File: config.mk
export PLATFORM = sky130hd
export DESIGN_NAME = alu_seq_unit_flat
export DESIGN_NICKNAME = d
export VERILOG_FILES = /design/src/rtl/alu_seq_unit_pkg.sv /design/src/rtl/alu_seq_unit_if.sv /design/src/rtl/alu_seq_datapath.sv /design/src/rtl/alu_seq_unit.sv /design/src/flat_wrapper.sv
export SDC_FILE = /design/constraint.sdc
export NUM_CORES = 1
export LEC_CHECK = 0
export CELL_PAD_IN_SITES_DETAIL_PLACEMENT = 0
export CELL_PAD_IN_SITES_GLOBAL_PLACEMENT = 2
export CORE_ASPECT_RATIO = 1.25
export CORE_UTILIZATION = 37
export DETAILED_ROUTE_END_ITERATION = 10
export PLACE_DENSITY = 0.86
export SETUP_SLACK_MARGIN = 0.15
export SYNTH_ARGS = -nofsm -noshare
export SYNTH_HDL_FRONTEND = slang
export SYNTH_SLANG_ARGS = --single-unit
export TNS_END_PERCENT = 20
File: constraint.sdc
create_clock -name CLK -period 5.7 [get_ports CLK]
set_input_delay 1.425 -clock CLK [delete_from_list [all_inputs] [get_ports CLK]]
set_output_delay 1.425 -clock CLK [all_outputs]
set_load 0.01 [all_outputs]
File: src/rtl/alu_seq_unit_pkg.sv
// alu_seq_unit_pkg: shared constants for the iterative multiply/divide/shift unit.
// Holds the OP encodings driven by the control sequencer and the FSM state codes.
package alu_seq_unit_pkg;

    localparam logic [1:0] ALUX_OP_MULU = 2'b00;
    localparam logic [1:0] ALUX_OP_DIVU = 2'b01;
    localparam logic [1:0] ALUX_OP_LSLN = 2'b10;
    localparam logic [1:0] ALUX_OP_LSRN = 2'b11;

    localparam logic [1:0] ST_IDLE = 2'b00;
    localparam logic [1:0] ST_RUN  = 2'b01;
    localparam logic [1:0] ST_FIN  = 2'b10;

    // Both shift encodings have OP[1] set.
    function automatic logic op_is_shift(input logic [1:0] op);
        return op[1];
    endfunction

endpackage

File: src/rtl/alu_seq_unit_if.sv
// alu_seq_unit_if: START/BUSY/DONE handshake plus operand and result bus.
//   master : control sequencer side (drives START, OP, operands)
//   slave  : alu_seq_unit side (drives BUSY, DONE, results, flags)
interface alu_seq_unit_if #(parameter int WIDTH = 16);

    logic             START;
    logic [1:0]       OP;
    logic [WIDTH-1:0] ALUA_DATA;
    logic [WIDTH-1:0] ALUB_DATA;
    logic             BUSY;
    logic             DONE;
    logic [WIDTH-1:0] RES_LO;
    logic [WIDTH-1:0] RES_HI;
    logic             ZERO;
    logic             CARRY;
    logic             DIVZ;

    modport master (
        output START, OP, ALUA_DATA, ALUB_DATA,
        input  BUSY, DONE, RES_LO, RES_HI, ZERO, CARRY, DIVZ
    );

    modport slave (
        input  START, OP, ALUA_DATA, ALUB_DATA,
        output BUSY, DONE, RES_LO, RES_HI, ZERO, CARRY, DIVZ
    );

endinterface

File: src/rtl/alu_seq_datapath.sv
// alu_seq_datapath: latched operands, 2*WIDTH accumulator/shift register and
// the single-step logic for each OP.
//   clk, rst_n : clock, async active-low reset
//   load       : latch op_in/a_in/b_in and initialise the accumulator
//   step       : perform one iteration (acc <= acc_nxt)
//   op         : latched operation
//   acc_nxt    : accumulator value after the current iteration
//   cout_nxt   : bit shifted out by the current iteration (shifts only)
module alu_seq_datapath
    import alu_seq_unit_pkg::*;
#(
    parameter int WIDTH = 16
) (
    input  logic               clk,
    input  logic               rst_n,
    input  logic               load,
    input  logic               step,
    input  logic [1:0]         op_in,
    input  logic [WIDTH-1:0]   a_in,
    input  logic [WIDTH-1:0]   b_in,
    output logic [1:0]         op,
    output logic [2*WIDTH-1:0] acc_nxt,
    output logic               cout_nxt
);

    logic [WIDTH-1:0]   a_q;
    logic [WIDTH-1:0]   b_q;
    logic [1:0]         op_q;
    logic [2*WIDTH-1:0] acc;
    logic [WIDTH:0]     rem_sh;
    logic [WIDTH:0]     sum;     // shared adder/subtractor, one bit wider than operands

    assign op = op_q;

    always_comb begin
        rem_sh   = '0;
        sum      = '0;
        acc_nxt  = acc;
        cout_nxt = 1'b0;
        case (op_q)
            // acc = {partial product, remaining multiplier bits}; add A on the
            // multiplier LSB, then shift the whole thing right with the adder carry.
            ALUX_OP_MULU: begin
                sum     = {1'b0, acc[2*WIDTH-1:WIDTH]} + (acc[0] ? {1'b0, a_q} : '0);
                acc_nxt = {sum, acc[WIDTH-1:1]};
            end
            // acc = {remainder, quotient}; sum[WIDTH] is the borrow of the trial subtract.
            ALUX_OP_DIVU: begin
                rem_sh = acc[2*WIDTH-1:WIDTH-1];
                sum    = rem_sh - {1'b0, b_q};
                if (!sum[WIDTH])
                    acc_nxt = {sum[WIDTH-1:0], acc[WIDTH-2:0], 1'b1};
                else
                    acc_nxt = {rem_sh[WIDTH-1:0], acc[WIDTH-2:0], 1'b0};
            end
            ALUX_OP_LSLN: begin
                acc_nxt  = {{WIDTH{1'b0}}, acc[WIDTH-2:0], 1'b0};
                cout_nxt = acc[WIDTH-1];
            end
            default: begin
                acc_nxt  = {{WIDTH{1'b0}}, 1'b0, acc[WIDTH-1:1]};
                cout_nxt = acc[0];
            end
        endcase
    end

    always_ff @(posedge clk or negedge rst_n) begin
        if (!rst_n) begin
            a_q  <= '0;
            b_q  <= '0;
            op_q <= ALUX_OP_MULU;
            acc  <= '0;
        end else if (load) begin
            a_q  <= a_in;
            b_q  <= b_in;
            op_q <= op_in;
            acc  <= (op_in == ALUX_OP_MULU) ? {{WIDTH{1'b0}}, b_in} : {{WIDTH{1'b0}}, a_in};
        end else if (step) begin
            acc  <= acc_nxt;
        end
    end

endmodule

File: src/rtl/alu_seq_unit.sv
// alu_seq_unit: iterative MULU / DIVU / LSLN / LSRN unit, one bit per clock.
//   CLK    : system clock, rising edge
//   RESETN : async active-low reset; aborts any operation in flight
//   bus    : slave side of alu_seq_unit_if (START/OP/operands in,
//            BUSY/DONE/RES_LO/RES_HI/ZERO/CARRY/DIVZ out, all registered)
// Holds the FSM, iteration counter, result and flag registers.
module alu_seq_unit
    import alu_seq_unit_pkg::*;
#(
    parameter int WIDTH = 16
) (
    input  logic          CLK,
    input  logic          RESETN,
    alu_seq_unit_if.slave bus
);

    localparam int SW = $clog2(WIDTH);
    localparam int CW = SW + 1;

    logic [1:0]         state;
    logic [CW-1:0]      cnt;
    logic               busy, done, zero, carry, divz;
    logic [WIDTH-1:0]   res_lo, res_hi;

    logic               accept, div_by_zero, shift_by_zero, last;
    logic [1:0]         op_q;
    logic [2*WIDTH-1:0] acc_nxt;
    logic               cout_nxt;

    assign accept        = bus.START && (state != ST_RUN);
    assign div_by_zero   = (bus.OP == ALUX_OP_DIVU) && (bus.ALUB_DATA == '0);
    assign shift_by_zero = op_is_shift(bus.OP) && (bus.ALUB_DATA[SW-1:0] == '0);
    assign last          = (state == ST_RUN) && (cnt == CW'(1));

    alu_seq_datapath #(.WIDTH(WIDTH)) u_dp (
        .clk      (CLK),
        .rst_n    (RESETN),
        .load     (accept),
        .step     (state == ST_RUN),
        .op_in    (bus.OP),
        .a_in     (bus.ALUA_DATA),
        .b_in     (bus.ALUB_DATA),
        .op       (op_q),
        .acc_nxt  (acc_nxt),
        .cout_nxt (cout_nxt)
    );

    always_ff @(posedge CLK or negedge RESETN) begin
        if (!RESETN) begin
            state  <= ST_IDLE;
            cnt    <= '0;
            busy   <= 1'b0;
            done   <= 1'b0;
            res_lo <= '0;
            res_hi <= '0;
            zero   <= 1'b0;
            carry  <= 1'b0;
            divz   <= 1'b0;
        end else if (accept) begin
            done  <= 1'b0;
            zero  <= 1'b0;
            carry <= 1'b0;
            divz  <= 1'b0;
            cnt   <= op_is_shift(bus.OP) ? {1'b0, bus.ALUB_DATA[SW-1:0]} : CW'(WIDTH);
            // Zero-iteration cases finish on the accept edge itself.
            if (div_by_zero) begin
                state  <= ST_FIN;
                busy   <= 1'b0;
                done   <= 1'b1;
                res_lo <= '1;
                res_hi <= bus.ALUA_DATA;
                divz   <= 1'b1;
            end else if (shift_by_zero) begin
                state  <= ST_FIN;
                busy   <= 1'b0;
                done   <= 1'b1;
                res_lo <= bus.ALUA_DATA;
                res_hi <= '0;
                zero   <= (bus.ALUA_DATA == '0);
            end else begin
                state <= ST_RUN;
                busy  <= 1'b1;
            end
        end else if (state == ST_RUN) begin
            cnt <= cnt - CW'(1);
            if (op_is_shift(op_q))
                carry <= cout_nxt;
            if (last) begin
                state  <= ST_FIN;
                busy   <= 1'b0;
                done   <= 1'b1;
                res_lo <= acc_nxt[WIDTH-1:0];
                res_hi <= acc_nxt[2*WIDTH-1:WIDTH];
                // MULU tests the full product; DIVU and shifts only the low half.
                zero   <= (op_q == ALUX_OP_MULU) ? (acc_nxt == '0) : (acc_nxt[WIDTH-1:0] == '0);
            end
        end
    end

    assign bus.BUSY   = busy;
    assign bus.DONE   = done;
    assign bus.RES_LO = res_lo;
    assign bus.RES_HI = res_hi;
    assign bus.ZERO   = zero;
    assign bus.CARRY  = carry;
    assign bus.DIVZ   = divz;

endmodule
File: src/flat_wrapper.sv
// flat-port wrapper written by rule: the top's interface ports become plain ports
module alu_seq_unit_flat import alu_seq_unit_pkg::*;
#(
    parameter int WIDTH = 16
)
  (CLK, RESETN, bus_START, bus_OP, bus_ALUA_DATA, bus_ALUB_DATA, bus_BUSY, bus_DONE, bus_RES_LO, bus_RES_HI, bus_ZERO, bus_CARRY, bus_DIVZ);
  alu_seq_unit_if #(.WIDTH(WIDTH)) bus_i ();
  input  logic CLK;
  input  logic RESETN;
  input wire logic [$bits(bus_i.START)-1:0] bus_START;
  input wire logic [$bits(bus_i.OP)-1:0] bus_OP;
  input wire logic [$bits(bus_i.ALUA_DATA)-1:0] bus_ALUA_DATA;
  input wire logic [$bits(bus_i.ALUB_DATA)-1:0] bus_ALUB_DATA;
  output wire logic [$bits(bus_i.BUSY)-1:0] bus_BUSY;
  output wire logic [$bits(bus_i.DONE)-1:0] bus_DONE;
  output wire logic [$bits(bus_i.RES_LO)-1:0] bus_RES_LO;
  output wire logic [$bits(bus_i.RES_HI)-1:0] bus_RES_HI;
  output wire logic [$bits(bus_i.ZERO)-1:0] bus_ZERO;
  output wire logic [$bits(bus_i.CARRY)-1:0] bus_CARRY;
  output wire logic [$bits(bus_i.DIVZ)-1:0] bus_DIVZ;
  assign bus_i.START = bus_START;
  assign bus_i.OP = bus_OP;
  assign bus_i.ALUA_DATA = bus_ALUA_DATA;
  assign bus_i.ALUB_DATA = bus_ALUB_DATA;
  assign bus_BUSY = bus_i.BUSY;
  assign bus_DONE = bus_i.DONE;
  assign bus_RES_LO = bus_i.RES_LO;
  assign bus_RES_HI = bus_i.RES_HI;
  assign bus_ZERO = bus_i.ZERO;
  assign bus_CARRY = bus_i.CARRY;
  assign bus_DIVZ = bus_i.DIVZ;
  alu_seq_unit #(.WIDTH(WIDTH)) u_core (.CLK(CLK), .RESETN(RESETN), .bus(bus_i));
endmodule
# Word level (Yosys, flattened, before mapping)
# Index checks and enable logic that the tools add are counted.
# totals
reg_bits	110
latchBits	0
ram_bits	0
rom_bits	0
in_bits	37
out_inout_bits	37
word_cells	86
memories	0
# op_classes
n_addsub	3
n_mul	0
div_mod_pow	0
order_cmp	0
eq_ne	7
n_shift	0
n_mux	45
n_bitwise	0
n_reduce_logical	18
# ops
cell	count
two-way mux 16 bit	12
two-way mux 32 bit	3
one-hot mux 32 bit (3 select lines)	1
zero test 16 bit	3
zero test 32 bit	1
two-way mux 1 bit	20
adder 16 x 17 -> 17 bit	1
subtractor 17 x 16 -> 17 bit	1
two-way mux 5 bit	3
two-way mux 2 bit	5
equality test 2 x 1 -> 1 bit (second input constant)	3
nonzero test 2 bit	3
equality test 5 x 1 -> 1 bit (second input constant)	1
subtractor 5 x 1 -> 5 bit (second input constant)	1
logical AND 1 bit	4
zero test 2 bit	2
zero test 4 bit	1
AND reduction 2 bit	2
inequality test 3 bit (second input constant)	1
AND reduction 3 bit	1
equality test 2 bit (second input constant)	1
inequality test 2 x 1 -> 1 bit (second input constant)	1
one-hot mux 1 bit (2 select lines)	1
OR reduction 2 bit	1

# Logic depth before layout (Yosys ltp)
# Gate-level depths: netlist (run 1).
# logic_depth
ltp_word	8
depth_mapped	14
ltp_nobuf	13

# Hierarchy
# Synthesis (run 1) repeated with hierarchy kept, for this count alone.
# unflattened
hier_cells	831
area_unflattened_um2	7722.4
# modules_own_cells
mod	n_inst	cells_each	area_per_inst_um2	seq_area_each_um2
alu_seq_datapath	1	599	5241.3	1651.6
alu_seq_unit	1	232	2481.1	1051.0

# Least setup slack after synthesis (run 1)
# Ideal clock, no wire load.
# synth_timing
kind	input port to flip-flop
start	input bus_OP[0]
end	register u_core.res_hi[11] (netlist: u_core.bus.RES_HI[11])
setup_time_ns	0.134
arrival_time_ns	3.528
required_time_ns	5.566
path_slack_ns	2.037
stages	10
path_buffers	3
cell_sequence	clkbuf_1 -> or4b_2 -> nor3_1 -> nand2b_1 -> a21oi_1 -> or2_2 -> clkbuf_1 -> clkbuf_1 -> nand2_1 -> o21ai_0
# synth_between
elab_chain_len	4
elab_cells_between_ends	6
cone_classes	eq/ne: 2; mux: 2; reduce/logical: 2
# synth_lines
element	line	rtl
from (decl)	flat_wrapper.sv:11	input wire logic [$bits(bus_i.OP)-1:0] bus_OP;
equality test 2 x 1 -> 1 bit *	alu_seq_unit.sv:31	assign div_by_zero = (bus.OP == ALUX_OP_DIVU) && (bus.ALUB_DATA == '0);
logical AND 1 bit *	alu_seq_unit.sv:31	
inequality test 3 bit (no source line) / two-way mux 16 bit (equally long branches)	--	
AND reduction 3 bit (no source line) / two-way mux 16 bit (equally long branches)	--	
to (signal assigned)	alu_seq_unit.sv:71	res_hi <= bus.ALUA_DATA;
to (signal assigned)	alu_seq_unit.sv:93	res_hi <= acc_nxt[2*WIDTH-1:WIDTH];
to (decl)	alu_seq_unit.sv:23	logic [WIDTH-1:0] res_lo, res_hi;
# Every way passes the cells marked *; elsewhere a longest branch is shown, timed or not.
# A chain may end at the register's enable or synchronous reset.

# Final worst setup path (run 1)
# layout_timing
start	input bus_OP[0]
end	register u_core.res_hi[14] (netlist: u_core.bus.RES_HI[14])
# The elaborated chain is that of the path after synthesis.

==> impl_metrics.json, run 1 <==
{
  "status": "finished clean",
  "clockRootBuffer": "clkbuf_16",
  "ys.flop_type": "dfrtp_1",
  "holdCritPathClass": "register to register",
  "reg2reg_from": "u_core.u_dp.acc[15]$_DFFE_PN0P_",
  "synth_compound_area_share_pct": 23.3,
  "tns_ps": 0,
  "crit_path_cell_trace": "clkdlybuf4s50_1 -> or4b_2 -> nor3_2 -> nand2b_1 -> a21oi_1 -> or2_2 -> a31oi_1 -> o21ai_0 -> o21a_1",
  "synthDistinctLibCells": 61,
  "critical_path_class": "input port to register",
  "startpoint_type": "input port",
  "synth_seq_area_share_pct": 37.6,
  "grt_max_degree": 82,
  "fin_crit_sh_pct": 73.7,
  "synth_top_family_by_area": "compound AO/OA/AOI/OAI gates",
  "cts_buffers": 9,
  "cp.arrival_ps": 4460,
  "critPathLaunch": "bus_OP[0]",
  "drt_wl_total_mm": 24.7,
  "synth_mux_area_share_pct": 3.36,
  "yosys.area_share.simple_pct": 22.2,
  "postLayoutCoreUtil_pct": 44.4,
  "p_switching_uw": 2550,
  "clock_latency_ps": 360,
  "first_pass_iters": 6,
  "dp_cells": 1145,
  "max-vdd-ir-drop_v": 0.000217,
  "die_x_um": 127,
  "yosysWarnings": 0,
  "die_y_um": 158,
  "grt_pass1_vias": 6694,
  "nets": 997,
  "hold_viol_final": 0,
  "rsz0062_at_grt": "no",
  "grt_util_met3_pct": 3.79,
  "r2r_slack_ps": 1610,
  "core-area_um2": 18900,
  "hold_start": "u_core.u_dp.a_q[14]$_DFFE_PN0P_",
  "synthXorXnorAreaFrac_pct": 2.68,
  "overflow": 0,
  "setup_viol": 0,
  "clock-skew-final_ps": 11.3,
  "worst_pin_slew_ps": 1070,
  "via_count": 6690,
  "max_stage_delay_ps": 830,
  "antenna_found_initial": 0,
  "wire_per_inst_um": 21.3,
  "port_buffers": 73,
  "p_seq_share_pct": 27.5,
  "comb_power_share_pct": 60.5,
  "htreeDepth": 3,
  "hpwl_mm": 18.5,
  "place_congestion": 0.844,
  "critPathSlowestCell": "clkdlybuf4s50_1",
  "instances_no_fill": 1161,
  "grt_pass1_wl_mm": 38.6,
  "ios": 74,
  "drv_cap": 0,
  "internal_power_uw": 2690,
  "drtAntennaViolNets": 0,
  "die-area_um2": 20000,
  "synthAdderAreaFrac_pct": 6.48,
  "initial_core_util_pct": 38.0,
  "cts_tree": "yes",
  "ys_seq_elements": 108,
  "area_growth_pct": 17.0,
  "cts_resized": 0,
  "crit_end": "u_core.bus.RES_HI[14]$_DFFE_PN0P_",
  "final_area_um2": 8400,
  "syn_area_um2": 7180,
  "fmax_mhz": 238,
  "drt_iter0_drc": 489,
  "drive_gt1_share_pct": 4.63,
  "power_density_nw_per_um2": 624,
  "cp_max_fo": 35,
  "swShare_pct": 48.7,
  "placed_area_um2": 8110,
  "endpoint_kind": "register",
  "grt_usage_pct": 25.8,
  "r2r_cells": 14,
  "grt_util_met2_pct": 42.6,
  "syn_avg_cell_area_um2": 8.15,
  "leakage_uw": 0.00375,
  "synth_cells": 881,
  "relSlewSlack_pct": 28.6,
  "clkPwrFrac_pct": 12.0,
  "post-cts-setup-buffers": 0,
  "final_cell_mix": "nand2_1, dfrtp_1, o21ai_0",
  "async_flop_share_pct": 100,
  "min_period_ps": 4200,
  "hold_buffers": 0,
  "synth_enable_flop_cells": 0,
  "r2r_end": "u_core.bus.ZERO$_DFFE_PN0P_",
  "rows": 56,
  "route.detailed.drc": 0,
  "slew_violations": 0,
  "path_clk_slew_ps": 80,
  "worstPathRequired_ps": 5950,
  "layout.cells.most_common": "nand2_1",
  "syn_nets": 954,
  "cts_sinks": 108,
  "vias_per_cell": 5.76,
  "antenna_cells": 0,
  "gr-max-usage-layer": "met2",
  "met1_usage_pct": 32.8,
  "cts_buffer_depth": 2
}
-- synth_stat cells, types with 3 or more instances --
master | instances | area [um2]
nor3_1 | 8 | 40.0
o211ai_1 | 19 | 143
xor2_1 | 12 | 105
o21a_1 | 14 | 105
nor4_1 | 8 | 50.1
and3_1 | 9 | 56.3
xnor2_1 | 10 | 87.6
a21o_1 | 13 | 97.6
clkbuf_1 | 43 | 161
or2_2 | 3 | 18.8
a211o_1 | 5 | 43.8
nor2b_1 | 9 | 56.3
dfrtp_1 | 108 | 2700
nor2_1 | 36 | 135
o21ai_0 | 104 | 521
and2_1 | 17 | 106
mux2i_1 | 23 | 230
o21bai_1 | 3 | 22.5
a211oi_1 | 10 | 75.1
nand3_1 | 48 | 240
inv_1 | 27 | 101
or3_1 | 4 | 25.0
buf_1 | 7 | 26.3
nand4_1 | 7 | 43.8
ha_1 | 34 | 425
a31oi_1 | 18 | 113
and4_1 | 3 | 26.3
nand2b_1 | 5 | 31.3
a21oi_1 | 32 | 160
o311ai_0 | 13 | 114
nand2_1 | 184 | 691
o22ai_1 | 4 | 25.0
-- power groups by stage --
stage	clock network, uW	registers, uW	logic [uW]
final	629	1440	3170
after global routing	667	1490	3520
after CTS	645	1440	3170
after detailed placement	0	1450	3150
after global placement	0	1450	3150
after floorplan	0	1370	2140
-- worst max-delay path: cells and delay by family --
kind            cells  cell delay [ps]
simple gates        4             1620
buf+inv             1              830
compound gates      4              550
-- metal layers --
metal | wire (um) | vias up | part of all wire [%]
li1 | - | 3240 | -
met1 | 10900 | 3199 | 44
met2 | 11600 | 203 | 47
met3 | 1080 | 48 | 4.4
met4 | 1070 | 0 | 4.4
met5 | 0 | - | 0
-- state kept, by name, indices dropped and copies added, names as in the netlist --
name and cells:
u_core.bus.DIVZ 1, u_core.bus.RES_HI 16, u_core.u_dp.acc 32, u_core.u_dp.a_q 16
u_core.u_dp.b_q 16, u_core.bus.ZERO 1, u_core.bus.RES_LO 16, u_core.bus.CARRY 1
u_core.state 2, u_core.u_dp.op 2, u_core.cnt 5
-- per-stage QoR --
stage	setup WS (ps)	hold slack, ps	total power (uW)
3_5_place_dp	1130	455	4600
6_report	1500	469	5240
3_3_place_gp	1170	452	4600
4_1_cts	1500	475	5250
5_1_grt	1260	486	5670
2_1_floorplan	2040	437	3510
-- layout make-up --
type	count	area, um2
clock inverters	7	67.6
repair buffers	85	818
fillers	1949	10500
multi-input cells	693	4190
well taps	232	290
inverters	27	101
clock buffers	9	225
flip-flops and latches	108	2700
-- kinds of logic (layout without fill, tap and decap cells) --
| kind of cell | count (synthesis) | count (layout) |
|---|---|---|
| AND/OR/NAND/NOR | 349 | 349 |
| adder cells (fa/ha/maj) | 36 | 36 |
| buffers and inverters | 80 | 128 |
| XOR/XNOR | 22 | 22 |
| AO/OA/AOI/OAI | 262 | 262 |
| multiplexers | 24 | 24 |
| flip-flops | 108 | 108 |
-- worst min path at each step --
stage | endpoint | slack [ps] | cells after the start
final | u_core.u_dp.a_q[14]$_DFFE_PN0P_ | 470 | 2
after detailed placement | u_core.u_dp.a_q[14]$_DFFE_PN0P_ | 460 | 2
after floorplan | u_core.u_dp.a_q[15]$_DFFE_PN0P_ | 440 | 2
after global placement | u_core.u_dp.a_q[14]$_DFFE_PN0P_ | 450 | 2
after CTS | u_core.u_dp.a_q[14]$_DFFE_PN0P_ | 470 | 2
after global routing | u_core.u_dp.a_q[14]$_DFFE_PN0P_ | 490 | 2
Power figures use the tool's default switching activity.
==> run 2, diff against run 1 <==
--- a/config.mk
+++ b/config.mk
@@ -8,9 +8,9 @@
 export CELL_PAD_IN_SITES_DETAIL_PLACEMENT = 0
 export CELL_PAD_IN_SITES_GLOBAL_PLACEMENT = 2
 export CORE_ASPECT_RATIO = 1.25
-export CORE_UTILIZATION = 37
+export CORE_UTILIZATION = 31
 export DETAILED_ROUTE_END_ITERATION = 10
-export PLACE_DENSITY = 0.86
+export PLACE_DENSITY = 0.76
 export SETUP_SLACK_MARGIN = 0.15
 export SYNTH_ARGS = -nofsm -noshare
 export SYNTH_HDL_FRONTEND = slang
==> constraint.sdc (replaced) <==
create_clock -name CLK -period 3.4 [get_ports CLK]
set_input_delay 0.85 -clock CLK [delete_from_list [all_inputs] [get_ports CLK]]
set_output_delay 0.85 -clock CLK [all_outputs]
set_load 0.01 [all_outputs]
==> run 2 against run 1 <==
Combinational power rose by 100%. Clock skew barely moved. Highest routed layer unchanged. Largest power group unchanged. Sequential cell count did not move.
==> impl_metrics.json, run 2 (synthesized netlist as in run 1, its figures left out) <==
{
  "startpoint_type": "register",
  "die_y_um": 172,
  "final_cell_mix": "nand2_1, dfrtp_1, buf_4",
  "route.detailed.drc": 0,
  "largest_reg_flops": 32,
  "clock_latency_ps": 360,
  "htreeDepth": 3,
  "clock-skew-final_ps": 11.3,
  "holdCritPathClass": "register to register",
  "drt_wl_total_mm": 26.8,
  "r2r_end": "u_core.bus.ZERO$_DFFE_PN0P_",
  "regMostFlops": "u_core.u_dp.acc",
  "p_total_uw": 9840,
  "cp_num_buf_inv": 2,
  "wire_per_inst_um": 20.5,
  "hold_viol_final": 0,
  "drt_iter0_drc": 368,
  "grt_pass1_wl_mm": 41.2,
  "die_x_um": 138,
  "first_pass_iters": 5,
  "grt_usage_pct": 23.1,
  "crit_path_cell_trace": "inv_2 -> ha_4 -> inv_2 -> fa_2 -> a211o_1 -> a211o_1 -> and3_4 -> a211o_1 -> or4_1 -> nand4_1 -> and4b_1 -> and4_1 -> a32o_1",
  "cp.arrival_ps": 3630,
  "fin_crit_sh_pct": 99.3,
  "nets": 1096,
  "reg2reg_from": "u_core.u_dp.acc[15]$_DFFE_PN0P_",
  "num-fill-cells": 2289,
  "path_clk_slew_ps": 80,
  "clkPwrFrac_pct": 10.7,
  "cts_buffers": 9,
  "core-area_um2": 22500,
  "p_seq_share_pct": 23.9,
  "worstPathRequired_ps": 3650,
  "max_stage_delay_ps": 480,
  "drtAntennaViolNets": 0,
  "cts_buffer_depth": 2,
  "min_period_ps": 3380,
  "cts_sinks": 108,
  "grt_pass1_vias": 6971,
  "layout.cells.most_common": "nand2_1",
  "power_density_nw_per_um2": 1050,
  "whs_path_depth": 2,
  "hold_buffers": 0,
  "hold_end": "u_core.bus.RES_LO[13]$_DFFE_PN0P_",
  "antenna_found_initial": 0,
  "area_growth_pct": 30.2,
  "leakage_uw": 0.00423,
  "max-vdd-ir-drop_v": 0.000367,
  "drive_gt1_share_pct": 15.8,
  "whs_ps": 475,
  "cp_max_fo": 3,
  "status": "finished clean",
  "place_ws_ps": 56.1,
  "drv_cap": 0,
  "hold_start": "u_core.bus.RES_LO[13]$_DFFE_PN0P_",
  "slew_violations": 0,
  "critPathSlowestCell": "or4_1",
  "comb_power_share_pct": 65.4,
  "r2r_slack_ps": 20,
  "overflow": 0,
  "crit_family": "simple AND/OR/NAND/NOR gates",
  "grt_max_degree": 83,
  "die-area_um2": 23800,
  "tns_ps": 0,
  "critical_path_class": "register to register",
  "endpoint_kind": "register",
  "antenna_cells": 0,
  "hpwl_mm": 20.5,
  "setup_viol": 0,
  "swShare_pct": 46.4,
  "clockRootBuffer": "clkbuf_16",
  "cpMostUsedCell": "a211o_1",
  "place_congestion": 0.834,
  "via_count": 7074,
  "ios": 74,
  "rows": 61,
  "p_switching_uw": 4570,
  "vias_per_cell": 5.40,
  "cts_tree": "yes",
  "r2r_cells": 13,
  "relSlewSlack_pct": 46.2,
  "initial_core_util_pct": 31.9,
  "worst_pin_slew_ps": 807,
  "rsz0062_at_grt": "yes",
  "internal_power_uw": 5270,
  "port_buffers": 73,
  "fmax_mhz": 296,
  "worst_slack_ps": 22.8
}
==> run 2: cell count changes in the layout (fill, tap and decap cells not counted), moves of 3 or more <==
cell / before / now
buf_6: 0 / 3
a21oi_1: 32 / 27
buf_4: 13 / 106
a21oi_2: 0 / 4
a31oi_1: 18 / 15
==> run 2: per-layer routing <==
layer	vias to the layer above	global-route usage [%]	wire, um
li1	3439	-	-
met1	3406	29.1	11700
met2	191	39.9	12900
met3	38	2.46	1100
met4	0	10.9	1070
met5	-	0	0
==> run 2: worst max path at each step <==
stage / from / end / slack (ps) / depth (start not counted)
2_1_floorplan: u_core.u_dp.acc[15]$_DFFE_PN0P_ / u_core.bus.ZERO$_DFFE_PN0P_ / 70 / 14
3_3_place_gp: u_core.u_dp.acc[16]$_DFFE_PN0P_ / u_core.bus.RES_HI[9]$_DFFE_PN0P_ / 40 / 16
3_5_place_dp: u_core.u_dp.acc[15]$_DFFE_PN0P_ / u_core.bus.ZERO$_DFFE_PN0P_ / 60 / 13
4_1_cts: u_core.u_dp.acc[15]$_DFFE_PN0P_ / u_core.bus.ZERO$_DFFE_PN0P_ / 50 / 13
5_1_grt: u_core.u_dp.acc[15]$_DFFE_PN0P_ / u_core.bus.ZERO$_DFFE_PN0P_ / -70 / 13
6_report: u_core.u_dp.acc[15]$_DFFE_PN0P_ / u_core.bus.ZERO$_DFFE_PN0P_ / 20 / 13
==> run 2: repair_timing <==
action / CTS / global route
resized for setup: 0 / 29
gates cloned: 0 / 1
pin swaps: 1 / 4
setup endpoints to repair: 4 / 23
setup buffers: 0 / 5
==> run 2: worst register-to-register path: stages, from the launching register on <==
cell and delay (ps):
dfrtp_1 400, inv_2 80, ha_4 130, inv_2 30, fa_2 330, a211o_1 280, a211o_1 320, and3_4 200
a211o_1 270, or4_1 480, nand4_1 140, and4b_1 210, and4_1 170, a32o_1 240
==> run 2: power by group through the flow <==
stage | clock, uW | combinational (uW) | sequential (uW)
3_3_place_gp | 0 | 6150 | 2360
5_1_grt | 1130 | 7090 | 2410
3_5_place_dp | 0 | 6150 | 2350
2_1_floorplan | 0 | 3580 | 2300
4_1_cts | 1090 | 6190 | 2340
6_report | 1060 | 6430 | 2350
==> run 2: per-stage QoR <==
step           cells  util (%)  area (um2)
3_5_place_dp    1289      39.5        8900
5_1_grt         1311      41.5        9350
2_1_floorplan    881         -        7180
6_report        1311      41.5        9350
4_1_cts         1305      40.8        9180
3_3_place_gp    1289      39.5        8900
==> run 2: final cells by class <==
| class | count | area (um2) | area share [%] |
|---|---|---|---|
| sequential | 108 | 2700 | 28.9 |
| timing repair buffer | 184 | 1600 | 17.1 |
| clock buffer | 10 | 229 | 2.45 |
| inverter | 27 | 101 | 1.08 |
| tap | 283 | 354 | 3.79 |
| clock inverter | 6 | 55.1 | 0.589 |
| multi-input combinational | 693 | 4310 | 46.1 |
==> run 3, diff against run 2 <==
--- a/config.mk
+++ b/config.mk
@@ -7,7 +7,6 @@
 export LEC_CHECK = 0
 export CELL_PAD_IN_SITES_DETAIL_PLACEMENT = 0
 export CELL_PAD_IN_SITES_GLOBAL_PLACEMENT = 2
-export CORE_ASPECT_RATIO = 1.25
 export CORE_UTILIZATION = 31
 export DETAILED_ROUTE_END_ITERATION = 10
 export PLACE_DENSITY = 0.76
==> run 3 against run 2 <==
Power increased by 0.98%. Critical path depth up 3. Register-to-register slack worse by 20 ps. Combinational power rose by 0.8%. Cell area increased by 0.37%. Sequential power about the same. Die area hardly changed. Non-clock buffer count is 5 lower. First-iteration DRC count increased by 23%. Critical endpoint is now u_core.bus.RES_HI[13]$_DFFE_PN0P_. Largest power group unchanged.
==> impl_metrics.json, run 3 (synthesized netlist as in run 1, its figures left out) <==
{
  "final_cell_mix": "nand2_1, dfrtp_1, buf_4",
  "hold_buffers": 0,
  "cts_buffers": 9,
  "num-fill-cells": 2346,
  "wire_per_inst_um": 20.7,
  "met1_usage_pct": 30.4,
  "endpoint_kind": "register",
  "largest_reg_flops": 32,
  "grt_usage_pct": 23.1,
  "die-area_um2": 23800,
  "cp_max_fo": 4,
  "port_buffers": 73,
  "clockRootBuffer": "clkbuf_16",
  "hpwl_mm": 20.5,
  "hold_viol_final": 0,
  "rsz0062_at_grt": "yes",
  "path_clk_slew_ps": 80,
  "fin_crit_sh_pct": 99.9,
  "grt_pass1_vias": 6952,
  "worst_pin_slew_ps": 774,
  "core-area_um2": 22700,
  "cp_num_buf_inv": 5,
  "grt_pass1_wl_mm": 41.2,
  "area_growth_pct": 30.7,
  "cts_sinks": 108,
  "grt_util_met3_pct": 2.97,
  "cp.arrival_ps": 3650,
  "clock-skew-final_ps": 12.9,
  "nets": 1091,
  "final_area_um2": 9390,
  "vias_per_cell": 5.42,
  "antenna_cells": 0,
  "cts_tree": "yes",
  "first_pass_iters": 5,
  "holdCritPathClass": "input port to async pin",
  "internal_power_uw": 5340,
  "ios": 74,
  "htreeDepth": 3,
  "cts_buffer_depth": 2,
  "worstPathRequired_ps": 3650,
  "grt_max_degree": 83,
  "gr-max-usage-layer": "met2",
  "antenna_found_initial": 0,
  "drt_wl_total_mm": 27.1,
  "multi_input_area_um2": 4360,
  "place_congestion": 0.874,
  "route.detailed.drc": 0,
  "min_period_ps": 3400,
  "regArea_um2": 2700,
  "leakage_uw": 0.00423,
  "die_x_um": 154,
  "status": "finished clean",
  "power_density_nw_per_um2": 1060,
  "crit_path_cell_trace": "inv_2 -> ha_4 -> inv_2 -> fa_2 -> a211o_1 -> a211o_1 -> a21oi_2 -> a211oi_4 -> buf_4 -> buf_6 -> nand4b_1 -> nand4_1 -> buf_4 -> a21oi_1 -> o211ai_1 -> o21a_1",
  "p_switching_uw": 4600,
  "startpoint_type": "register",
  "layout.cells.most_common": "nand2_1",
  "tns_ps": 0,
  "grt_util_met2_pct": 39.7,
  "p_seq_share_pct": 23.5,
  "r2r_cells": 16,
  "overflow": 0,
  "max_stage_delay_ps": 390,
  "r2r_slack_ps": 3,
  "max-vdd-ir-drop_v": 0.000753,
  "initial_core_util_pct": 31.6,
  "regMostFlops": "u_core.u_dp.acc",
  "crit_cells": 16,
  "drt_iter0_drc": 451,
  "rows": 55,
  "placed_area_um2": 8870,
  "drtAntennaViolNets": 0,
  "fmax_mhz": 294,
  "slew_violations": 0,
  "swShare_pct": 46.3,
  "setup_viol": 0,
  "crit_family": "compound AO/OA/AOI/OAI gates",
  "relSlewSlack_pct": 47.9,
  "critical_path_class": "register to register",
  "via_count": 7089,
  "comb_power_share_pct": 65.2,
  "critPathSlowestCell": "dfrtp_1",
  "die_y_um": 154,
  "clock_latency_ps": 370,
  "drv_cap": 0,
  "drive_gt1_share_pct": 15.9,
  "clkPwrFrac_pct": 11.3
}
run 3: changes by cell type in the layout (fill, tap and decap cells not counted), sizes merged:
cell	delta
buf	-5
bufinv	+1
inv	-1
run 3: final timing paths:
kind	start	end
worst min register to register	u_core.u_dp.a_q[14]$_DFFE_PN0P_	u_core.u_dp.a_q[14]$_DFFE_PN0P_
min in group CLK	u_core.u_dp.a_q[14]$_DFFE_PN0P_	u_core.u_dp.a_q[14]$_DFFE_PN0P_
max in group asynchronous	RESETN	u_core.u_dp.acc[0]$_DFFE_PN0P_
worst max register to register	u_core.u_dp.acc[15]$_DFFE_PN0P_	u_core.bus.RES_HI[13]$_DFFE_PN0P_
worst min-delay path	RESETN	u_core.bus.RES_LO[9]$_DFFE_PN0P_
worst max-delay path	u_core.u_dp.acc[15]$_DFFE_PN0P_	u_core.bus.RES_HI[13]$_DFFE_PN0P_
run 3: cell type report:
class	instances	share of cell area, %
Clock buffer	10	2.44
Clock inverter	6	0.746
Inverter	27	1.08
Multi-Input combinational cell	693	46.4
Sequential cell	108	28.8
Tap cell	285	3.80
Timing Repair Buffer	179	16.7
run 3: worst reg2reg max path: stages, from the launching register on:
cell      delay [ps]
dfrtp_1          390
inv_2             80
ha_4             130
inv_2             30
fa_2             340
a211o_1          290
a211o_1          330
a21oi_2          310
a211oi_4         130
buf_4            160
buf_6            120
nand4b_1          90
nand4_1          170
buf_4            180
a21oi_1          290
o211ai_1         130
o21a_1           140
run 3: power by group through the flow:
stage | Combinational (uW) | Clock (uW) | Sequential [uW]
floorplan | 3580 | 0 | 2300
CTS | 6120 | 1150 | 2330
global placement | 6060 | 0 | 2350
finish | 6480 | 1120 | 2340
global route | 7120 | 1200 | 2400
detailed placement | 6070 | 0 | 2360
run 3: through the flow:
| stage | hold WS [ps] | setup slack [ps] | power (uW) | std cells | utilization, % |
|---|---|---|---|---|---|
| 6_report | 323 | 3.11 | 9930 | 1308 | 41.3 |
| 4_1_cts | 325 | 30.0 | 9600 | 1303 | 40.4 |
| 2_1_floorplan | 437 | 73.7 | 5890 | 881 | - |
| 5_1_grt | 326 | -134 | 10700 | 1308 | 41.3 |
| 3_3_place_gp | 452 | 43.1 | 8410 | 1287 | 39.1 |
| 3_5_place_dp | 455 | -74.7 | 8430 | 1287 | 39.1 |
run 3: routing by layer:
layer / wire (um) / up-vias / share of wire (%)
li1: - / 3438 / -
met1: 12000 / 3453 / 44
met2: 13500 / 161 / 50
met3: 994 / 37 / 3.7
met4: 668 / 0 / 2.5
met5: 0 / - / 0
run 3: repair_timing:
action	CTS	global route
gates resized for setup	3	44
endpoints found under the setup margin	8	26
setup buffers	0	5
hold endpoints to repair	0	0
pin swaps	1	11
